$ cat src/rtl/seven_segment_decoder.sv
// Recovers digit values from a multiplexed seven-segment display bus.
// Each digit is captured after a stable dwell and assembled into frames.
module seven_segment_decoder #(
  parameter int DIGITS        = 4,
  parameter int SETTLE_CYCLES = 4
) (
  input  logic                  clock,
  input  logic                  reset,
  input  logic [7:0]            segmentEnableN,
  input  logic [DIGITS-1:0]     digitEnableN,
  output logic [4*DIGITS-1:0]   data,
  output logic [DIGITS-1:0]     pointEnable,
  output logic                  frameValid,
  output logic                  frameError,
  output logic                  badPattern
);

  localparam int IW = (DIGITS > 1) ? $clog2(DIGITS) : 1;
  localparam logic [7:0] LAST = 8'(SETTLE_CYCLES - 1);

  typedef enum logic [1:0] {
    IDLE,
    SETTLING,
    HELD
  } state_t;

  state_t              state;
  logic [7:0]          cnt;
  logic [7:0]          seg_q;
  logic [7:0]          seg_p;
  logic [DIGITS-1:0]   dig_q;
  logic [DIGITS-1:0]   dig_p;
  logic [4*DIGITS-1:0] shadow_nib;
  logic [DIGITS-1:0]   shadow_pt;
  logic [DIGITS-1:0]   seen;
  logic [DIGITS-1:0]   slot_err;

  int                  nzero;
  logic                strobe_ok;
  logic [IW-1:0]       idx;
  logic                changed;
  logic                restart;
  logic                capture;
  logic [6:0]          pat;
  logic [3:0]          nib;
  logic                undec;

  always_comb begin
    nzero = 0;
    idx   = '0;
    for (int i = 0; i < DIGITS; i++) begin
      if (!dig_q[i]) begin
        nzero = nzero + 1;
        idx   = IW'(i);
      end
    end
    strobe_ok = (nzero == 1);
  end

  // dig_p/seg_p hold the registered sample from the previous cycle
  assign changed = (dig_q != dig_p) || (seg_q != seg_p);
  assign restart = (state == IDLE) || changed;

  always_comb begin
    capture = 1'b0;
    if (strobe_ok) begin
      if (restart)
        capture = (SETTLE_CYCLES == 1);
      else if (state == SETTLING)
        capture = (cnt == LAST);
    end
  end

  assign pat = ~seg_q[6:0];

  always_comb begin
    nib   = 4'h0;
    undec = 1'b0;
    case (pat)
      7'h3F: nib = 4'h0;
      7'h06: nib = 4'h1;
      7'h5B: nib = 4'h2;
      7'h4F: nib = 4'h3;
      7'h66: nib = 4'h4;
      7'h6D: nib = 4'h5;
      7'h7D: nib = 4'h6;
      7'h07: nib = 4'h7;
      7'h7F: nib = 4'h8;
      7'h6F: nib = 4'h9;
      7'h77: nib = 4'hA;
      7'h7C: nib = 4'hB;
      7'h39: nib = 4'hC;
      7'h5E: nib = 4'hD;
      7'h79: nib = 4'hE;
      7'h71: nib = 4'hF;
      default: undec = 1'b1;
    endcase
  end

  always_ff @(posedge clock) begin
    if (reset) begin
      seg_q <= '1;
      seg_p <= '1;
      dig_q <= '1;
      dig_p <= '1;
      state <= IDLE;
      cnt   <= '0;
    end else begin
      seg_q <= segmentEnableN;
      seg_p <= seg_q;
      dig_q <= digitEnableN;
      dig_p <= dig_q;
      if (!strobe_ok) begin
        state <= IDLE;
        cnt   <= '0;
      end else if (restart) begin
        cnt   <= 8'd1;
        state <= capture ? HELD : SETTLING;
      end else if (state == SETTLING) begin
        cnt   <= cnt + 8'd1;
        state <= capture ? HELD : SETTLING;
      end
    end
  end

  always_ff @(posedge clock) begin
    if (reset) begin
      data        <= '0;
      pointEnable <= '0;
      frameValid  <= 1'b0;
      frameError  <= 1'b0;
      badPattern  <= 1'b0;
      shadow_nib  <= '0;
      shadow_pt   <= '0;
      seen        <= '0;
      slot_err    <= '0;
    end else begin
      frameValid <= 1'b0;
      frameError <= 1'b0;
      badPattern <= capture && undec;
      if (&seen) begin
        data        <= shadow_nib;
        pointEnable <= shadow_pt;
        frameValid  <= 1'b1;
        frameError  <= |slot_err;
        seen        <= '0;
        slot_err    <= '0;
      end
      // a capture in the commit cycle lands in the next frame
      for (int i = 0; i < DIGITS; i++) begin
        if (capture && idx == IW'(i)) begin
          shadow_nib[4*i +: 4] <= nib;
          shadow_pt[i]         <= ~seg_q[7];
          seen[i]              <= 1'b1;
          slot_err[i]          <= undec;
        end
      end
    end
  end

endmodule

$ cat config.mk
export PLATFORM = sky130hd
export DESIGN_NAME = seven_segment_decoder
export DESIGN_NICKNAME = d
export VERILOG_FILES = /design/src/rtl/seven_segment_decoder.sv
export SDC_FILE = /design/constraint.sdc
export NUM_CORES = 1
export LEC_CHECK = 0
export ABC_AREA = 1
export BUFFER_PORTS_ARGS = -buffer_cell sky130_fd_sc_hd__buf_2
export CAP_MARGIN = 20
export CORE_MARGIN = 3
export CORE_UTILIZATION = 45
export CTS_CLUSTER_SIZE = 8
export DETAILED_ROUTE_END_ITERATION = 6
export SLEW_MARGIN = 20
export SYNTH_ARGS = -nofsm -noshare
export SYNTH_HDL_FRONTEND = slang
export SYNTH_SLANG_ARGS = --single-unit
$ cat constraint.sdc
create_clock -name clock -period 5.8 [get_ports clock]
set_input_delay 0.58 -clock clock [delete_from_list [all_inputs] [get_ports clock]]
set_output_delay 0.58 -clock clock [all_outputs]
set_load 0.03 [all_outputs]
==> results of run 1 <==
-- metal layers --
metal,part of all wire (%),GRT usage [%],up-vias
met5,0,0,-
met4,2.1,7.46,0
met3,4.9,3.04,16
met2,45,29.5,75
met1,48,24.5,1514
li1,-,-,1786
-- stage by stage --
stage	hold WS (ns)	std cells	instance area (sq um)	power (W)	worst slack, ns
floorplan	0.430	561	3850	0.000669	3.60
global placement	0.444	686	4090	0.000688	3.33
global route	0.387	702	4320	0.00121	2.78
CTS	0.385	702	4320	0.00117	3.09
finish	0.405	702	4320	0.00116	3.11
detailed placement	0.446	686	4090	0.000690	3.13
-- cell type report --
type / count / area, sq um / area share [%]
clock buffers: 10 / 138 / 3.19
clock inverters: 6 / 95.1 / 2.20
inverters: 84 / 315 / 7.30
multi-input cells: 375 / 1750 / 40.5
flip-flops and latches: 85 / 1700 / 39.4
well taps: 105 / 131 / 3.04
repair buffers: 37 / 188 / 4.35
-- report_power, final --
| part | internal (W) | total, W | switching, W |
|---|---|---|---|
| Sequential | 0.000592 | 0.000602 | 0.00000932 |
| Clock | 0.000258 | 0.000480 | 0.000222 |
| Combinational | 0.0000247 | 0.0000741 | 0.0000494 |
-- cells in the final DEF, fill, tap and decap left out, drive strengths merged --
cell	count
nand3b	2
clkinv	3
clkbuf	10
inv	85
nor3b	2
nor4	1
a21oi	27
nor3	5
bufinv	2
xnor2	4
o21ai	26
nor2	89
ha	4
nand3	31
xor2	2
or2	12
nand2	155
nand4	15
dfxtp	85
buf	37
-- flip-flops by register name, summed over array words and instances, names as in the netlist, 4 cells and up --
name	cells
shadow_pt	4
seg_p	8
cnt	8
pointEnable	4
dig_p	4
data	16
seen	4
shadow_nib	16
slot_err	4
dig_q	4
seg_q	8
-- path summary, 6_finish.rpt --
path	startpoint	endpoint	slack (ns)
worst max-delay path	dig_q[1]$_SDFF_PP1_	shadow_nib[11]$_SDFFE_PP0P_	3.11
worst min-delay path	segmentEnableN[3]	seg_q[3]$_SDFF_PP1_	0.40
worst max register to register	dig_q[1]$_SDFF_PP1_	shadow_nib[11]$_SDFFE_PP0P_	3.11
worst min register to register	shadow_nib[15]$_SDFFE_PP0P_	data[15]$_SDFFE_PP0P_	0.46
-- kinds of logic after synthesis --
kind of cell             after synthesis  share of synthesized area, %
AO/OA/AOI/OAI                         53                          6.98
XOR/XNOR                               6                          1.36
flip-flops                            85                          44.2
AND/OR/NAND/NOR                      312                          35.8
buffers and inverters                101                          10.4
adder cells (fa/ha/maj)                4                          1.30
==> results.cfg, run 1 <==
[sta]
fmax_mhz = 371
drv_slew = 0
tightestPinTransition_ns = 0.944
hold_violations = 0
finalSetupViolations = 0
slew_headroom_pct = 37.0
rsz0062_at_grt = no
fin_crit_ns = 2.69
min_period_over_period_pct = 46.4
finalSetupTns_ns = 0
fin_skew_ns = 0.0107

[outcome]
run_status = finished, final reports clean

[cells_and_area]
syn2layout_area_growth_pct = 12.1
postLayoutCoreUtil_pct = 52.3
diodes = 0
nNetsFinal = 610
nFillCells = 853
drive_above_1_share_pct = 14.1

[worst_setup_path]
cpPeakStageDelay_ns = 0.41
crit_arrival_ns = 2.98
criticalPathCategory = reg2reg
reg2regPathDepth = 16
path_max_fanout = 11
crit_buf_inv = 4
path_cells = inv_1, ha_1, inv_1, nand2_1, nand2_1, inv_1, ha_1, nor2_1, nand2_1, o21ai_2, nand2_2, nor2_2, nand3_2, nand2_1, inv_1, nor2_1
slowest_stage = nor2_2
cp-end-kind = flip-flop
cp.depth = 16
cp_top_family = simple AND/OR/NAND/NOR gates
worstPathRequired_ns = 6.09
worst_setup_path_start_kind = flip-flop

[synthesis]
synth_most_common_cell = nand2_1
avgSynthCellArea_sq_um = 6.87
synth_edf_count = 0
yosysSeqAreaShare_pct = 44.2
synth_warnings = 0
synth_cells = 561
ys.flop_type = dfxtp_1
postSynthNetCount = 579
synth-seq-cells = 85
synthArstFlopShare_pct = 0
synth_common_cells = nand2_1 (153), dfxtp_1 (85), nor2_1 (84)
yosysTopAreaCell = dfxtp_1
synth_top_area_share_pct = 44.2
synth_area_sq_um = 3850
synth_cell_type_count = 31
ys_top_cells_by_area = dfxtp_1 (44%), nand2_1 (15%), nor2_1 (8.2%)

[floorplan]
num_rows = 33
core_sq_um = 8260
io_pins = 37
fp.dieW_um = 98.5
dieArea_sq_um = 9710
die_h_um = 98.5
initial_utilization_pct = 46.7

[detailed_routing]
drc = 0
ant_nets = 0
vias = 3391
first_iter_violations = 152
wl_per_cell_um = 11.8
drtPass1Iterations = 5
vias_per_cell = 4.83
totalWireLength_mm = 8.32

[cts]
htree_levels = 3
postCtsSetupRepairBufs = 0
clk-insertion-delay-late_ns = 0.35
clkSinkCount = 85
ctsLongestPathBuffers = 2
numCtsBuffers = 9
root_buffer = clkbuf_8
cts_tree = built
cts_resized = 0
clk_pin_slew_ns = 0.09
cts_hold_buf = 0

[job]
drv_cap = 0

[placed_design]
routabilityCongestion = 0.867
numPortBuffers = 36
dp_hpwl_mm = 6.01

[grt]
grtUsageTotal_pct = 18.3
grt_max_degree = 52
grt_pass1_vias = 3168
antenna_found_initial = 0
grt_pass1_wl_mm = 14.6
overflow = 0

[min_path]
min_path_type = in2reg
whs_path_depth = 2

[power]
powerDensity_nw_per_um2 = 268
vdd_drop_max_mv = 0.133
cellLeakagePower_nw = 2.24
(Power assumes the default switching activity.)
==> run 2, diff against run 1 <==
PLACE_DENSITY = 0.66   (was unset)
clock period = 2.4 ns   (was 5.8 ns; I/O delays follow)
==> results.cfg, run 2 (synthesis results as in run 1) <==
[floorplan]
io_pins = 37
num_rows = 33
fp.dieW_um = 98.5
dieArea_sq_um = 9710
initial_utilization_pct = 46.7
die_h_um = 98.5
core_sq_um = 8260

[cells_and_area]
nNetsFinal = 618
drive_above_1_share_pct = 16.0
reg_top3 = data: 16 flops, shadow_nib: 16 flops
postLayoutCoreUtil_pct = 53.5
final_cell_mix = nand2_1 (152), nor2_1 (84), dfxtp_1 (84), inv_1 (79), buf_2 (36)
diodes = 0
finalNonFillerCells = 710
layout_commonest_cell = nand2_1
syn2layout_area_growth_pct = 14.5

[detailed_routing]
drtPass1Iterations = 6
ant_nets = 0
totalWireLength_mm = 8.39
vias_per_cell = 4.80
vias = 3407
first_iter_violations = 176
drc = 0
wl_per_cell_um = 11.8

[worst_setup_path]
r2r_start = dig_q[0]$_SDFF_PP1_
path_cells = inv_2, ha_4, inv_1, nand2_1, nand2_1, inv_1, ha_1, nor2_1, nand2_1, o21ai_2, nand2_4, nor2_4, buf_4, nand4_1, nand2_1, nor2_1
crit_buf_inv = 4
cp-end-kind = flip-flop
cpPeakStageDelay_ns = 0.36
worstPathRequired_ns = 2.67
r2r-end = shadow_nib[7]$_SDFFE_PP0P_
reg2regPathDepth = 16
slowest_stage = dfxtp_1
cpMostUsedCell = nand2_1
crit_arrival_ns = 2.50
criticalPathCategory = reg2reg
cp_top_family = simple AND/OR/NAND/NOR gates
worst-r2r-setup-slack_ns = 0.18
worst_setup_path_start_kind = flip-flop
path_max_fanout = 8

[min_path]
worstHoldEndpoint = seg_q[2]$_SDFF_PP1_
min_from = segmentEnableN[2]
min_path_type = in2reg
whs_path_depth = 2

[sta]
fin_crit_ns = 2.22
fin_ws_ns = 0.176
drv_slew = 0
finalSetupViolations = 0
rsz0062_at_grt = no
tightestPinTransition_ns = 0.652
fmax_mhz = 450
fin_hold_ws_ns = 0.0496
finalSetupTns_ns = 0
hold_violations = 0
fin_skew_ns = 0.0103
min_period_over_period_pct = 92.7
slew_headroom_pct = 56.4

[cts]
clk-insertion-delay-late_ns = 0.37
htree_levels = 3
cts_tree = built
clkSinkCount = 85
root_buffer = clkbuf_8
clk_pin_slew_ns = 0.09
ctsLongestPathBuffers = 2
numCtsBuffers = 9

[placed_design]
place_inst = 692
routabilityCongestion = 0.862
place_ws_ns = 0.0125
dp_hpwl_mm = 5.79
numPortBuffers = 36

[grt]
grt_pass1_wl_mm = 14.3
antenna_found_initial = 0
grt_pass1_vias = 3182
overflow = 0
grtUsageTotal_pct = 18.0
grt_max_degree = 59

[job]
drv_cap = 0

[power]
vdd_drop_max_mv = 0.231
cellLeakagePower_nw = 2.28
powerDensity_nw_per_um2 = 611

[outcome]
run_status = finished, final reports clean
[run 2: worst max-delay path by stage]
stage                     cells past startpoint           startpoint  slack, ns                          end
after CTS                                    16  dig_q[0]$_SDFF_PP1_      -0.04     slot_err[3]$_SDFFE_PP0P_
after global placement                       16  dig_q[0]$_SDFF_PP1_       0.09     slot_err[1]$_SDFFE_PP0P_
after detailed placement                     16  dig_q[0]$_SDFF_PP1_       0.01     slot_err[1]$_SDFFE_PP0P_
after floorplan                              16  dig_q[1]$_SDFF_PP1_       0.20  shadow_nib[10]$_SDFFE_PP0P_
after global routing                         15  dig_q[1]$_SDFF_PP1_      0.002  shadow_nib[13]$_SDFFE_PP0P_
final                                        16  dig_q[0]$_SDFF_PP1_       0.18   shadow_nib[7]$_SDFFE_PP0P_
[run 2: power by group]
| group | leakage (nW) | switching, W | internal, W | total, W |
|---|---|---|---|---|
| registers | 0.690 | 0.0000218 | 0.00143 | 0.00145 |
| logic | 1.48 | 0.000128 | 0.0000663 | 0.000195 |
| clock network | 0.107 | 0.000549 | 0.000499 | 0.00105 |
| total | 2.28 | 0.000699 | 0.00200 | 0.00270 |
[run 2: per-stage QoR]
stage                     power [W]  area [sq um]
after floorplan             0.00162          3850
after global placement      0.00167          4130
after detailed placement    0.00167          4130
after CTS                   0.00272          4340
after global routing        0.00282          4410
final                       0.00270          4410
[run 2: per-layer routing]
metal  wire length [um]  GRT usage, %
met4                116          5.99
met1               3970          23.6
met5                  0             0
met3                455          4.18
met2               3850          29.5
[run 2: repair_timing]
action	CTS	global route
buffers inserted	0	1
pin swaps	0	1
gates cloned	0	1
hold buffers	0	0
setup endpoints to repair	5	36
gates resized for setup	0	15
[run 2: worst register-to-register path, cell delays in order, from the launching register on]
cell and delay [ns]:
dfxtp_1 0.36, inv_2 0.08, ha_4 0.25, inv_1 0.05, nand2_1 0.04, nand2_1 0.08, inv_1 0.05, ha_1 0.28
nor2_1 0.08, nand2_1 0.07, o21ai_2 0.08, nand2_4 0.11, nor2_4 0.16, buf_4 0.18, nand4_1 0.11, nand2_1 0.10
nor2_1 0.04
[run 2: area by class of cell]
type,count,area [sq um]
repair buffers,45,255
clock inverters,7,81.3
multi-input cells,375,1800
flip-flops and latches,85,1700
fillers,837,3840
well taps,105,131
clock buffers,9,124
inverters,84,318
==> run 3, diff against run 2 <==
--- a/config.mk
+++ b/config.mk
@@ -10,2 +10,3 @@
 export CAP_MARGIN = 20
+export CORE_ASPECT_RATIO = 0.5
 export CORE_MARGIN = 3
--- a/constraint.sdc
+++ b/constraint.sdc
@@ -3,2 +3,2 @@
 set_output_delay 0.24 -clock clock [all_outputs]
-set_load 0.03 [all_outputs]
+set_load 0.05 [all_outputs]
==> results.cfg, run 3 (synthesis results as in run 1) <==
[sta]
slew_headroom_pct = 58.0
fin_skew_ns = 0.00788
fin_crit_ns = 2.18
min_period_over_period_pct = 90.9
fmax_mhz = 458
finalSetupViolations = 0
drv_slew = 0
hold_violations = 0
tightestPinTransition_ns = 0.628

[cells_and_area]
diodes = 0
reg_top3 = data: 16 flops, shadow_nib: 16 flops
nNetsFinal = 622
layout_commonest_cell = nand2_1
drive_above_1_share_pct = 16.4
final_cell_mix = nand2_1 (152), dfxtp_1 (85), nor2_1 (84), inv_1 (80), buf_2 (36)
multi_input_area_sq_um = 1820
postLayoutCoreUtil_pct = 56.5
nFillCells = 810
seq_area_sq_um = 1700
syn2layout_area_growth_pct = 19.7

[placed_design]
numPortBuffers = 36
dp_hpwl_mm = 6.01
routabilityCongestion = 0.951

[grt]
grtUsageTotal_pct = 18.8
grt_max_degree = 41
overflow = 0
grt_pass1_wl_mm = 14.5
antenna_found_initial = 0
grt_pass1_vias = 3069

[detailed_routing]
wl_per_cell_um = 11.7
wl_met2_mm = 3.44
ant_nets = 0
vias_per_cell = 4.67
m1WireLength_mm = 4.32
totalWireLength_mm = 8.44
drtPass1Iterations = 4
drc = 0
wl_met3_um = 557
first_iter_violations = 160
vias = 3366
highest-signal-layer = met4

[worst_setup_path]
cp-end-kind = flip-flop
worst_setup_path_start_kind = flip-flop
r2r-end = shadow_nib[7]$_SDFFE_PP0P_
r2r_start = dig_q[0]$_SDFF_PP1_
worstPathRequired_ns = 2.65
worst-r2r-setup-slack_ns = 0.22
criticalPathCategory = reg2reg
crit_arrival_ns = 2.43
reg2regPathDepth = 16
path_max_fanout = 7

[power]
switching_share_pct = 22.7
internal_power_w = 0.00245
power_w = 0.00318
p_comb_share_pct = 6.5
vdd_drop_max_mv = 0.354
powerDensity_nw_per_um2 = 688
clkPwrFrac_pct = 47.7
p_sw_w = 0.000722
pwr-share-seq_pct = 45.8
cellLeakagePower_nw = 2.37

[cts]
htree_levels = 3
numCtsBuffers = 9
clkSinkCount = 85
cts_tree = built
clk-insertion-delay-late_ns = 0.35
clk_pin_slew_ns = 0.06
root_buffer = clkbuf_16
ctsLongestPathBuffers = 2

[min_path]
min_from = segmentEnableN[0]
min_path_type = in2reg
whs_path_depth = 2
worstHoldEndpoint = seg_q[0]$_SDFF_PP1_

[floorplan]
num_rows = 23
die_h_um = 71.4
fp.dieW_um = 137
initial_utilization_pct = 47.2
dieArea_sq_um = 9780
core_sq_um = 8170
io_pins = 37

[outcome]
run_status = finished, final reports clean

[job]
drv_cap = 0
run 3: worst max-delay path: stages (launching register included):
cell and delay [ns]:
dfxtp_1 0.33, inv_1 0.08, ha_4 0.25, inv_1 0.06, nand2_1 0.05, nand2_1 0.08
inv_1 0.05, ha_1 0.28, nor2_1 0.08, nand2_1 0.07, o21ai_2 0.08, nand2_4 0.11
nor2_4 0.18, buf_6 0.15, nand4_1 0.09, nand2_1 0.12, nor2_1 0.04
run 3: repair_timing:
item,in CTS,in global routing
hold buffers,0,0
setup endpoints to repair,0,34
gates resized for setup,0,11
setup buffers,0,1
run 3: power groups by stage:
| stage | clock network (W) | registers, W | logic [W] |
|---|---|---|---|
| floorplan | 0 | 0.00148 | 0.000139 |
| global placement | 0 | 0.00148 | 0.000189 |
| detailed placement | 0 | 0.00148 | 0.000191 |
| CTS | 0.00156 | 0.00145 | 0.000193 |
| global route | 0.00161 | 0.00146 | 0.000237 |
| finish | 0.00152 | 0.00145 | 0.000206 |
run 3: worst max-delay path by stage:
stage	slack (ns)	endpoint	from	cells past startpoint
final	0.22	shadow_nib[7]$_SDFFE_PP0P_	dig_q[0]$_SDFF_PP1_	16
after floorplan	0.20	shadow_nib[10]$_SDFFE_PP0P_	dig_q[1]$_SDFF_PP1_	16
after CTS	0.05	slot_err[3]$_SDFFE_PP0P_	dig_q[0]$_SDFF_PP1_	15
after global placement	0.17	slot_err[1]$_SDFFE_PP0P_	dig_q[0]$_SDFF_PP1_	15
after detailed placement	0.13	slot_err[3]$_SDFFE_PP0P_	dig_q[0]$_SDFF_PP1_	15
after global routing	-0.03	slot_err[1]$_SDFFE_PP0P_	dig_q[0]$_SDFF_PP1_	16
run 3: routing by layer:
| metal | vias up | track usage, % |
|---|---|---|
| met3 | 13 | 5.89 |
| li1 | 1813 | - |
| met1 | 1459 | 26.3 |
| met5 | - | 0 |
| met2 | 81 | 27.5 |
| met4 | 0 | 6.75 |
run 3: area by class of cell:
type,count,area share (%)
Inverter,84,6.91
Timing Repair Buffer,49,6.64
Clock buffer,10,5.18
Tap cell,112,3.04
Clock inverter,6,1.98
Sequential cell,85,36.9
Multi-Input combinational cell,375,39.4
run 3: through the flow:
step                      TNS [ns]  instances  hold slack [ns]  setup WS [ns]  cell area (sq um)
after floorplan                  0        561            0.344          0.201               3850
after global placement           0        704            0.423          0.168               4200
after detailed placement         0        704            0.424          0.125               4200
after CTS                        0        720           0.0653         0.0549               4530
after global routing        -0.165        721           0.0726        -0.0332               4610
final                            0        721           0.0748          0.219               4610
